**src/rtl/conv_job_scheduler_if.sv**
```systemverilog
// Requester/engine handshake bundle for the convolution job scheduler.
// The slave modport is the scheduler's view; master is the opposite side.
interface conv_job_scheduler_if #(
    parameter int LEN_W = 6
);
    logic [1:0]       req;
    logic [LEN_W-1:0] len0;
    logic [LEN_W-1:0] len1;
    logic [1:0]       gnt;
    logic             src_sel;
    logic             src_valid;
    logic             src_ready;
    logic             eng_weight_valid;
    logic             eng_in_valid;
    logic             eng_out_valid;
    logic [12:0]      eng_ofm;
    logic             res_valid;
    logic             res_id;
    logic [12:0]      res_data;
    logic             res_last;
    logic             done;
    logic             err;
    logic             busy;

    modport master (
        output req, len0, len1, src_valid, eng_out_valid, eng_ofm,
        input  gnt, src_sel, src_ready, eng_weight_valid, eng_in_valid,
        input  res_valid, res_id, res_data, res_last, done, err, busy
    );

    modport slave (
        input  req, len0, len1, src_valid, eng_out_valid, eng_ofm,
        output gnt, src_sel, src_ready, eng_weight_valid, eng_in_valid,
        output res_valid, res_id, res_data, res_last, done, err, busy
    );
endinterface

```
**src/rtl/conv_job_scheduler.sv**
```systemverilog
// Round-robin job controller for the 2x4x4 conv MAC engine: one weight load,
// then len IFM vectors per job, results tagged with requester ID, drain timeout.
module conv_job_scheduler #(
    parameter int TIMEOUT = 15,
    parameter int LEN_W   = 6
) (
    input  logic                 clk,
    input  logic                 rst_n,
    conv_job_scheduler_if.slave  bus
);
    typedef enum logic [2:0] {IDLE, WGT, FEED, DRAIN, DONE} state_t;

    localparam int              TMO_W   = $clog2(TIMEOUT + 1);
    localparam logic [TMO_W-1:0] TMO_LIM = TMO_W'(TIMEOUT);

    state_t           state_q, state_d;
    logic             rr_q, rr_d;
    logic [LEN_W-1:0] job_len_q, job_len_d;
    logic [LEN_W-1:0] issued_q, issued_d;
    logic [LEN_W-1:0] recv_q, recv_d;
    logic [TMO_W-1:0] tmo_q, tmo_d;
    logic [1:0]       gnt_q, gnt_d;
    logic             src_sel_q, src_sel_d;
    logic             res_valid_q, res_valid_d;
    logic             res_id_q, res_id_d;
    logic [12:0]      res_data_q, res_data_d;
    logic             res_last_q, res_last_d;
    logic             done_q, done_d;
    logic             err_q, err_d;
    logic             busy_q, busy_d;

    logic             src_ready_c, eng_weight_valid_c, eng_in_valid_c;
    logic             win;
    logic [LEN_W-1:0] win_len, issued_inc, recv_inc;
    logic [TMO_W-1:0] tmo_inc;

    always_comb begin
        state_d            = state_q;
        rr_d               = rr_q;
        job_len_d          = job_len_q;
        issued_d           = issued_q;
        recv_d             = recv_q;
        tmo_d              = tmo_q;
        gnt_d              = gnt_q;
        src_sel_d          = src_sel_q;
        res_valid_d        = 1'b0;
        res_id_d           = res_id_q;
        res_data_d         = res_data_q;
        res_last_d         = 1'b0;
        err_d              = 1'b0;
        src_ready_c        = 1'b0;
        eng_weight_valid_c = 1'b0;
        eng_in_valid_c     = 1'b0;

        issued_inc = issued_q + 1'b1;
        recv_inc   = recv_q + 1'b1;
        tmo_inc    = (tmo_q == TMO_LIM) ? tmo_q : tmo_q + 1'b1;
        // On a tie the requester that was not served last wins.
        win        = (bus.req == 2'b11) ? ~rr_q : bus.req[1];
        win_len    = win ? bus.len1 : bus.len0;

        // Results only belong to a job while it is feeding or draining.
        if ((state_q == FEED || state_q == DRAIN) && bus.eng_out_valid) begin
            recv_d      = recv_inc;
            tmo_d       = '0;
            res_valid_d = 1'b1;
            res_data_d  = bus.eng_ofm;
            res_id_d    = src_sel_q;
            res_last_d  = (recv_inc == job_len_q);
        end

        case (state_q)
            IDLE: begin
                if (|bus.req) begin
                    state_d   = WGT;
                    gnt_d     = win ? 2'b10 : 2'b01;
                    src_sel_d = win;
                    job_len_d = (win_len == '0) ? LEN_W'(1) : win_len;
                    issued_d  = '0;
                    recv_d    = '0;
                    tmo_d     = '0;
                end
            end
            WGT: begin
                src_ready_c        = 1'b1;
                eng_weight_valid_c = bus.src_valid;
                if (bus.src_valid) state_d = FEED;
            end
            FEED: begin
                src_ready_c    = (issued_q < job_len_q);
                eng_in_valid_c = bus.src_valid & src_ready_c;
                if (eng_in_valid_c) begin
                    issued_d = issued_inc;
                    if (issued_inc == job_len_q) state_d = DRAIN;
                end
            end
            DRAIN: begin
                // A result arriving on the would-be timeout cycle keeps the job alive.
                if (recv_q == job_len_q) begin
                    state_d = DONE;
                end else if (!bus.eng_out_valid) begin
                    if (tmo_inc == TMO_LIM) begin
                        state_d = DONE;
                        err_d   = 1'b1;
                    end else begin
                        tmo_d = tmo_inc;
                    end
                end
            end
            DONE: begin
                state_d = IDLE;
                gnt_d   = '0;
                rr_d    = src_sel_q;
            end
            default: state_d = IDLE;
        endcase

        done_d = (state_d == DONE);
        busy_d = (state_d != IDLE);
    end

    always_ff @(posedge clk or negedge rst_n) begin
        if (!rst_n) begin
            state_q     <= IDLE;
            rr_q        <= 1'b1;
            job_len_q   <= '0;
            issued_q    <= '0;
            recv_q      <= '0;
            tmo_q       <= '0;
            gnt_q       <= '0;
            src_sel_q   <= 1'b0;
            res_valid_q <= 1'b0;
            res_id_q    <= 1'b0;
            res_data_q  <= '0;
            res_last_q  <= 1'b0;
            done_q      <= 1'b0;
            err_q       <= 1'b0;
            busy_q      <= 1'b0;
        end else begin
            state_q     <= state_d;
            rr_q        <= rr_d;
            job_len_q   <= job_len_d;
            issued_q    <= issued_d;
            recv_q      <= recv_d;
            tmo_q       <= tmo_d;
            gnt_q       <= gnt_d;
            src_sel_q   <= src_sel_d;
            res_valid_q <= res_valid_d;
            res_id_q    <= res_id_d;
            res_data_q  <= res_data_d;
            res_last_q  <= res_last_d;
            done_q      <= done_d;
            err_q       <= err_d;
            busy_q      <= busy_d;
        end
    end

    assign bus.src_ready        = src_ready_c;
    assign bus.eng_weight_valid = eng_weight_valid_c;
    assign bus.eng_in_valid     = eng_in_valid_c;
    assign bus.gnt              = gnt_q;
    assign bus.src_sel          = src_sel_q;
    assign bus.res_valid        = res_valid_q;
    assign bus.res_id           = res_id_q;
    assign bus.res_data         = res_data_q;
    assign bus.res_last         = res_last_q;
    assign bus.done             = done_q;
    assign bus.err              = err_q;
    assign bus.busy             = busy_q;
endmodule

```
**src/flat_wrapper.sv**
```systemverilog
// flat-port wrapper written by rule: the top's interface ports become plain ports
module conv_job_scheduler_flat 
#(
    parameter int TIMEOUT = 15,
    parameter int LEN_W   = 6
)
  (clk, rst_n, bus_req, bus_len0, bus_len1, bus_src_valid, bus_eng_out_valid, bus_eng_ofm, bus_gnt, bus_src_sel, bus_src_ready, bus_eng_weight_valid, bus_eng_in_valid, bus_res_valid, bus_res_id, bus_res_data, bus_res_last, bus_done, bus_err, bus_busy);
  conv_job_scheduler_if #(.LEN_W(LEN_W)) bus_i ();
  input  logic clk;
  input  logic rst_n;
  input wire logic [$bits(bus_i.req)-1:0] bus_req;
  input wire logic [$bits(bus_i.len0)-1:0] bus_len0;
  input wire logic [$bits(bus_i.len1)-1:0] bus_len1;
  input wire logic [$bits(bus_i.src_valid)-1:0] bus_src_valid;
  input wire logic [$bits(bus_i.eng_out_valid)-1:0] bus_eng_out_valid;
  input wire logic [$bits(bus_i.eng_ofm)-1:0] bus_eng_ofm;
  output wire logic [$bits(bus_i.gnt)-1:0] bus_gnt;
  output wire logic [$bits(bus_i.src_sel)-1:0] bus_src_sel;
  output wire logic [$bits(bus_i.src_ready)-1:0] bus_src_ready;
  output wire logic [$bits(bus_i.eng_weight_valid)-1:0] bus_eng_weight_valid;
  output wire logic [$bits(bus_i.eng_in_valid)-1:0] bus_eng_in_valid;
  output wire logic [$bits(bus_i.res_valid)-1:0] bus_res_valid;
  output wire logic [$bits(bus_i.res_id)-1:0] bus_res_id;
  output wire logic [$bits(bus_i.res_data)-1:0] bus_res_data;
  output wire logic [$bits(bus_i.res_last)-1:0] bus_res_last;
  output wire logic [$bits(bus_i.done)-1:0] bus_done;
  output wire logic [$bits(bus_i.err)-1:0] bus_err;
  output wire logic [$bits(bus_i.busy)-1:0] bus_busy;
  assign bus_i.req = bus_req;
  assign bus_i.len0 = bus_len0;
  assign bus_i.len1 = bus_len1;
  assign bus_i.src_valid = bus_src_valid;
  assign bus_i.eng_out_valid = bus_eng_out_valid;
  assign bus_i.eng_ofm = bus_eng_ofm;
  assign bus_gnt = bus_i.gnt;
  assign bus_src_sel = bus_i.src_sel;
  assign bus_src_ready = bus_i.src_ready;
  assign bus_eng_weight_valid = bus_i.eng_weight_valid;
  assign bus_eng_in_valid = bus_i.eng_in_valid;
  assign bus_res_valid = bus_i.res_valid;
  assign bus_res_id = bus_i.res_id;
  assign bus_res_data = bus_i.res_data;
  assign bus_res_last = bus_i.res_last;
  assign bus_done = bus_i.done;
  assign bus_err = bus_i.err;
  assign bus_busy = bus_i.busy;
  conv_job_scheduler #(.TIMEOUT(TIMEOUT), .LEN_W(LEN_W)) u_core (.clk(clk), .rst_n(rst_n), .bus(bus_i));
endmodule
```
**config.mk**
```make
export PLATFORM = sky130hd
export DESIGN_NAME = conv_job_scheduler_flat
export DESIGN_NICKNAME = d
export VERILOG_FILES = /design/src/rtl/conv_job_scheduler_if.sv /design/src/rtl/conv_job_scheduler.sv /design/src/flat_wrapper.sv
export SDC_FILE = /design/constraint.sdc
export NUM_CORES = 1
export LEC_CHECK = 0
export ABC_AREA = 0
export BUFFER_PORTS_ARGS = -buffer_cell sky130_fd_sc_hd__buf_4
export CAP_MARGIN = 20
export CELL_PAD_IN_SITES_DETAIL_PLACEMENT = 1
export CELL_PAD_IN_SITES_GLOBAL_PLACEMENT = 2
export CORE_MARGIN = 1
export CORE_UTILIZATION = 29
export DETAILED_ROUTE_END_ITERATION = 10
export HOLD_SLACK_MARGIN = 0.08
export PLACE_DENSITY = 0.84
export SLEW_MARGIN = 10
export SYNTH_ARGS = -nofsm -noshare
export SYNTH_HDL_FRONTEND = slang
export SYNTH_SLANG_ARGS = --single-unit
```
**constraint.sdc**
```tcl
create_clock -name clk -period 2.2 [get_ports clk]
set_clock_uncertainty 0.1 [all_clocks]
set_input_delay 0.11 -clock clk [delete_from_list [all_inputs] [get_ports clk]]
set_output_delay 0.11 -clock clk [all_outputs]
set_load 0.01 [all_outputs]
```
==> results.py <==
metrics = {
    "run_status": {
        "run_status": "complete, no violations",
    },
    "power": {
        "power.switching_mw": 1.56,
        "fraction_of_power_spent_switching_nets_pct": 38.6,
        "power.total_mw": 4.03,
        "p_int_mw": 2.48,
        "powerDensity_nw_per_um2": 1090,
        "power.combinational.fraction_pct": 48.4,
        "vdd.ir_drop.worst_mv": 0.325,
        "sequentialPowerShare_pct": 35.8,
        "clkPwrFrac_pct": 15.8,
        "static-leakage-power_nw": 1.79,
    },
    "floorplanning": {
        "die_x_um": 96.8,
        "fp-row-count": 34,
        "pin_count": 56,
        "coreArea_sq_um": 8720,
        "floorplan.initialDensity_pct": 29.9,
        "fp.dieArea_sq_um": 9370,
        "die_y_um": 96.8,
    },
    "logic_synthesis": {
        "yosys.area_share.simple_pct": 23.3,
        "synthMuxAreaShare_pct": 2.74,
        "synth-adder-area-share_pct": 4.32,
        "ys_seq_elements": 48,
        "netlist_top_cells_area": "sky130_fd_sc_hd__dfrtp_1 45%, sky130_fd_sc_hd__nand2_1 9.8%, sky130_fd_sc_hd__xor2_1 4.4%",
        "post_synth_num_cell_types": 47,
        "synth_net_count": 328,
        "synth.top_cell.area_share_pct": 45.1,
        "synth-async-reset-ratio_pct": 100,
        "syn_area_sq_um": 2610,
        "synth-compound-area-share_pct": 12.3,
        "synthesis.yosys.warnings": 0,
        "synth_seq_area_share_pct": 46.1,
        "synth-edff-count": 0,
        "synthesis.instances": 288,
        "dominant_combinational_cell_family_by_area_after_synthesis": "simple AND/OR/NAND/NOR gates",
        "leading_register_cell_type_out_of_synthesis": "sky130_fd_sc_hd__dfrtp_1",
        "post_synth_xor_area_fraction_pct": 8.07,
        "avgSynthCellArea_sq_um": 9.05,
        "area_leader_netlist": "sky130_fd_sc_hd__dfrtp_1",
    },
    "final_layout": {
        "antenna_cells_inserted": 0,
        "area_overhead_vs_synth_pct": 41.9,
        "final_layout_size_suffix_gt1_share_pct": 25.1,
        "finalNetCount": 430,
        "layout.cells.most_common": "sky130_fd_sc_hd__buf_4",
        "layout_common_cells": "76 x sky130_fd_sc_hd__buf_4, 68 x sky130_fd_sc_hd__nand2_1, 46 x sky130_fd_sc_hd__dfrtp_1",
    },
    "setup_path": {
        "arrival_ns": 1.89,
        "required_time_of_the_worst_setup_path_ns": 1.99,
        "timing.critical_path.from_type": "flop",
        "cell_chain_critical_path": "ha_1 -> a21o_1 -> a311oi_4 -> nand2_1 -> nand2_1 -> buf_4",
        "worst-setup-path-type": "reg2out",
        "crit_path_max_incr_delay_ns": 0.41,
        "worstPathMaxFanout": 3,
        "cpMostUsedCell": "sky130_fd_sc_hd__nand2_1",
        "r2r.worst_path.cells": 6,
        "kind_of_end_point_of_the_critical_path": "primary output",
        "timing.critical_path.slowest_stage_cell": "sky130_fd_sc_hd__dfrtp_1",
    },
    "cts": {
        "cts.sink_count": 48,
        "clk_root_buffer_cell": "sky130_fd_sc_hd__clkbuf_8",
        "clock_latency_ns": 0.30,
        "tritoncts": "built",
        "clk_transition_reported_paths_ns": 0.09,
        "number_of_levels_in_the_clock_h_tree": 2,
        "clockBufferDepth": 2,
        "cts_inserted_buffers": 5,
    },
    "global_routing": {
        "maximum_number_of_pins_on_one_net_before_global_route_repair": 49,
        "grt_first_pass_wirelength_um": 12500,
        "global_route.overflow_total": 0,
        "first_global_vias": 2590,
        "antenna_found_initial": 0,
        "grt_usage_pct": 16.4,
    },
    "placement": {
        "post-dp-hpwl_um": 4940,
        "gp_routability_congestion": 0.788,
        "place.port_buffers": 55,
    },
    "detailed_routing": {
        "drtIter0Drc": 78,
        "routed_wire_length_per_instance_um": 14.3,
        "route.vias.total": 2404,
        "detail-route-antenna-nets": 0,
        "drc_errors": 0,
        "viasPerCell": 4.82,
        "firstDrtPassIters": 4,
        "detail_route.wirelength_um": 7120,
    },
    "timing": {
        "layout_min_cycle_time_ns": 2.10,
        "final_number_of_max_transition_violations": 0,
        "finalSetupViolations": 0,
        "timing.final.crit_share_pct": 95.2,
        "setup_tns_ns": 0,
        "finalHoldViolCount": 0,
        "clock.fmax_ghz": 0.477,
        "tightest_slew_ns": 0.622,
        "slew_headroom_pct": 58.6,
    },
    "min_path": {
        "timing.hold.worst.class": "in2reg",
        "hold_path_depth": 5,
    },
    "run": {
        "cap_viol_max_count": 0,
    },
}
## state kept, by name, summed over array words and instances, names as in the netlist
register,cells
u_core.bus.err,1
u_core.bus.res_valid,1
u_core.issued_q,6
u_core.tmo_q,4
u_core.state_q,3
u_core.bus.busy,1
u_core.rr_q,1
u_core.bus.res_data,13
u_core.bus.gnt,2
u_core.job_len_q,6
u_core.bus.res_last,1
u_core.bus.src_sel,1
u_core.bus.res_id,1
u_core.bus.done,1
u_core.recv_q,6
## metrics by stage
step | worst slack (ns) | cell area (sq um) | hold WS (ns) | util, % | instances
floorplan | 0.151 | 2610 | -0.286 | - | 288
global placement | 0.169 | 3240 | 0.0762 | 37.1 | 457
detailed placement | 0.0696 | 3240 | 0.0812 | 37.1 | 457
CTS | 0.0461 | 3650 | 0.0802 | 41.9 | 497
global route | -0.00126 | 3700 | 0.158 | 42.4 | 499
finish | 0.105 | 3700 | 0.0980 | 42.4 | 499
## cell families after synthesis
| family | after synthesis |
|---|---|
| simple gates | 132 |
| compound gates | 48 |
| flops | 48 |
| xor+xnor | 24 |
| buf+inv | 20 |
| fa+ha+maj | 9 |
| mux | 7 |
## routing by layer
metal  GRT usage, %  vias to the layer above  part of all wire [%]
li1               -                     1176                     -
met1           19.8                     1181                    44
met2           30.2                       42                    53
met3           2.67                        5                   2.3
met4           4.13                        0                   1.2
met5              0                        -                     0
## critical path: cells and delay by family (launching register included)
| family | cells | cell delay, ns |
|---|---|---|
| adders and majority gates | 1 | 0.32 |
| AOI/OAI and AO/OA | 2 | 0.55 |
| buffers and inverters | 1 | 0.11 |
| and+or+nand+nor | 2 | 0.20 |
| DFF | 1 | 0.41 |
## area by class of cell
| class | count | area [sq um] |
|---|---|---|
| fillers | 1014 | 5020 |
| inverters | 10 | 37.5 |
| well taps | 108 | 135 |
| clock inverters | 1 | 30.0 |
| clock buffers | 7 | 76.3 |
| repair buffers | 105 | 861 |
| multi-input cells | 220 | 1350 |
| flip-flops and latches | 48 | 1200 |
## Yosys cell counts (2+ instances only)
master / instances
sky130_fd_sc_hd__a21boi_0: 2
sky130_fd_sc_hd__a21oi_1: 14
sky130_fd_sc_hd__nand4_1: 2
sky130_fd_sc_hd__clkbuf_2: 2
sky130_fd_sc_hd__o21ai_0: 12
sky130_fd_sc_hd__and4_1: 2
sky130_fd_sc_hd__clkbuf_1: 4
sky130_fd_sc_hd__ha_1: 9
sky130_fd_sc_hd__buf_2: 3
sky130_fd_sc_hd__xor2_1: 13
sky130_fd_sc_hd__and3_1: 2
sky130_fd_sc_hd__or2_2: 3
sky130_fd_sc_hd__o211ai_1: 2
sky130_fd_sc_hd__nor4_1: 2
sky130_fd_sc_hd__o22ai_1: 2
sky130_fd_sc_hd__inv_1: 10
sky130_fd_sc_hd__nor2b_1: 2
sky130_fd_sc_hd__nand3_1: 11
sky130_fd_sc_hd__dfrtp_1: 47
sky130_fd_sc_hd__o31ai_1: 2
sky130_fd_sc_hd__a31oi_1: 2
sky130_fd_sc_hd__xnor2_1: 11
sky130_fd_sc_hd__mux2i_1: 6
sky130_fd_sc_hd__nor2_1: 27
sky130_fd_sc_hd__nand2_1: 68
sky130_fd_sc_hd__nor3_1: 3
sky130_fd_sc_hd__a21o_1: 3
sky130_fd_sc_hd__or4_1: 2
sky130_fd_sc_hd__o21a_1: 2
## worst paths after layout
path	to	slack [ns]	startpoint
hold reg to reg	u_core.bus.res_data[12]$_DFFE_PN0P_	0.38	u_core.bus.res_data[12]$_DFFE_PN0P_
setup reg to reg	u_core.state_q[0]$_DFF_PN0_	0.12	u_core.issued_q[3]$_DFFE_PN0P_
max in group asynchronous	u_core.state_q[1]$_DFF_PN0_	1.29	rst_n
hold / removal	u_core.job_len_q[0]$_DFFE_PN0P_	0.1	bus_len1[0]
min in group asynchronous	u_core.issued_q[0]$_DFFE_PN0P_	0.27	rst_n
setup / recovery	bus_src_ready	0.10	u_core.issued_q[3]$_DFFE_PN0P_
## timing repair
action,CTS,global route
hold buffers,28,1
setup buffers,4,1
hold endpoints to repair,69,1
resized for setup,0,8
cloned,0,0
endpoints found under the setup margin,2,5
pin swaps,2,2
## power by group through the flow
stage	clock [mW]	combinational [mW]	sequential, mW
floorplan	0	1.05	1.48
global placement	0	1.79	1.46
detailed placement	0	1.82	1.48
CTS	0.666	1.93	1.45
global route	0.695	2.21	1.50
finish	0.638	1.95	1.45
Power figures use the tool's default switching activity.
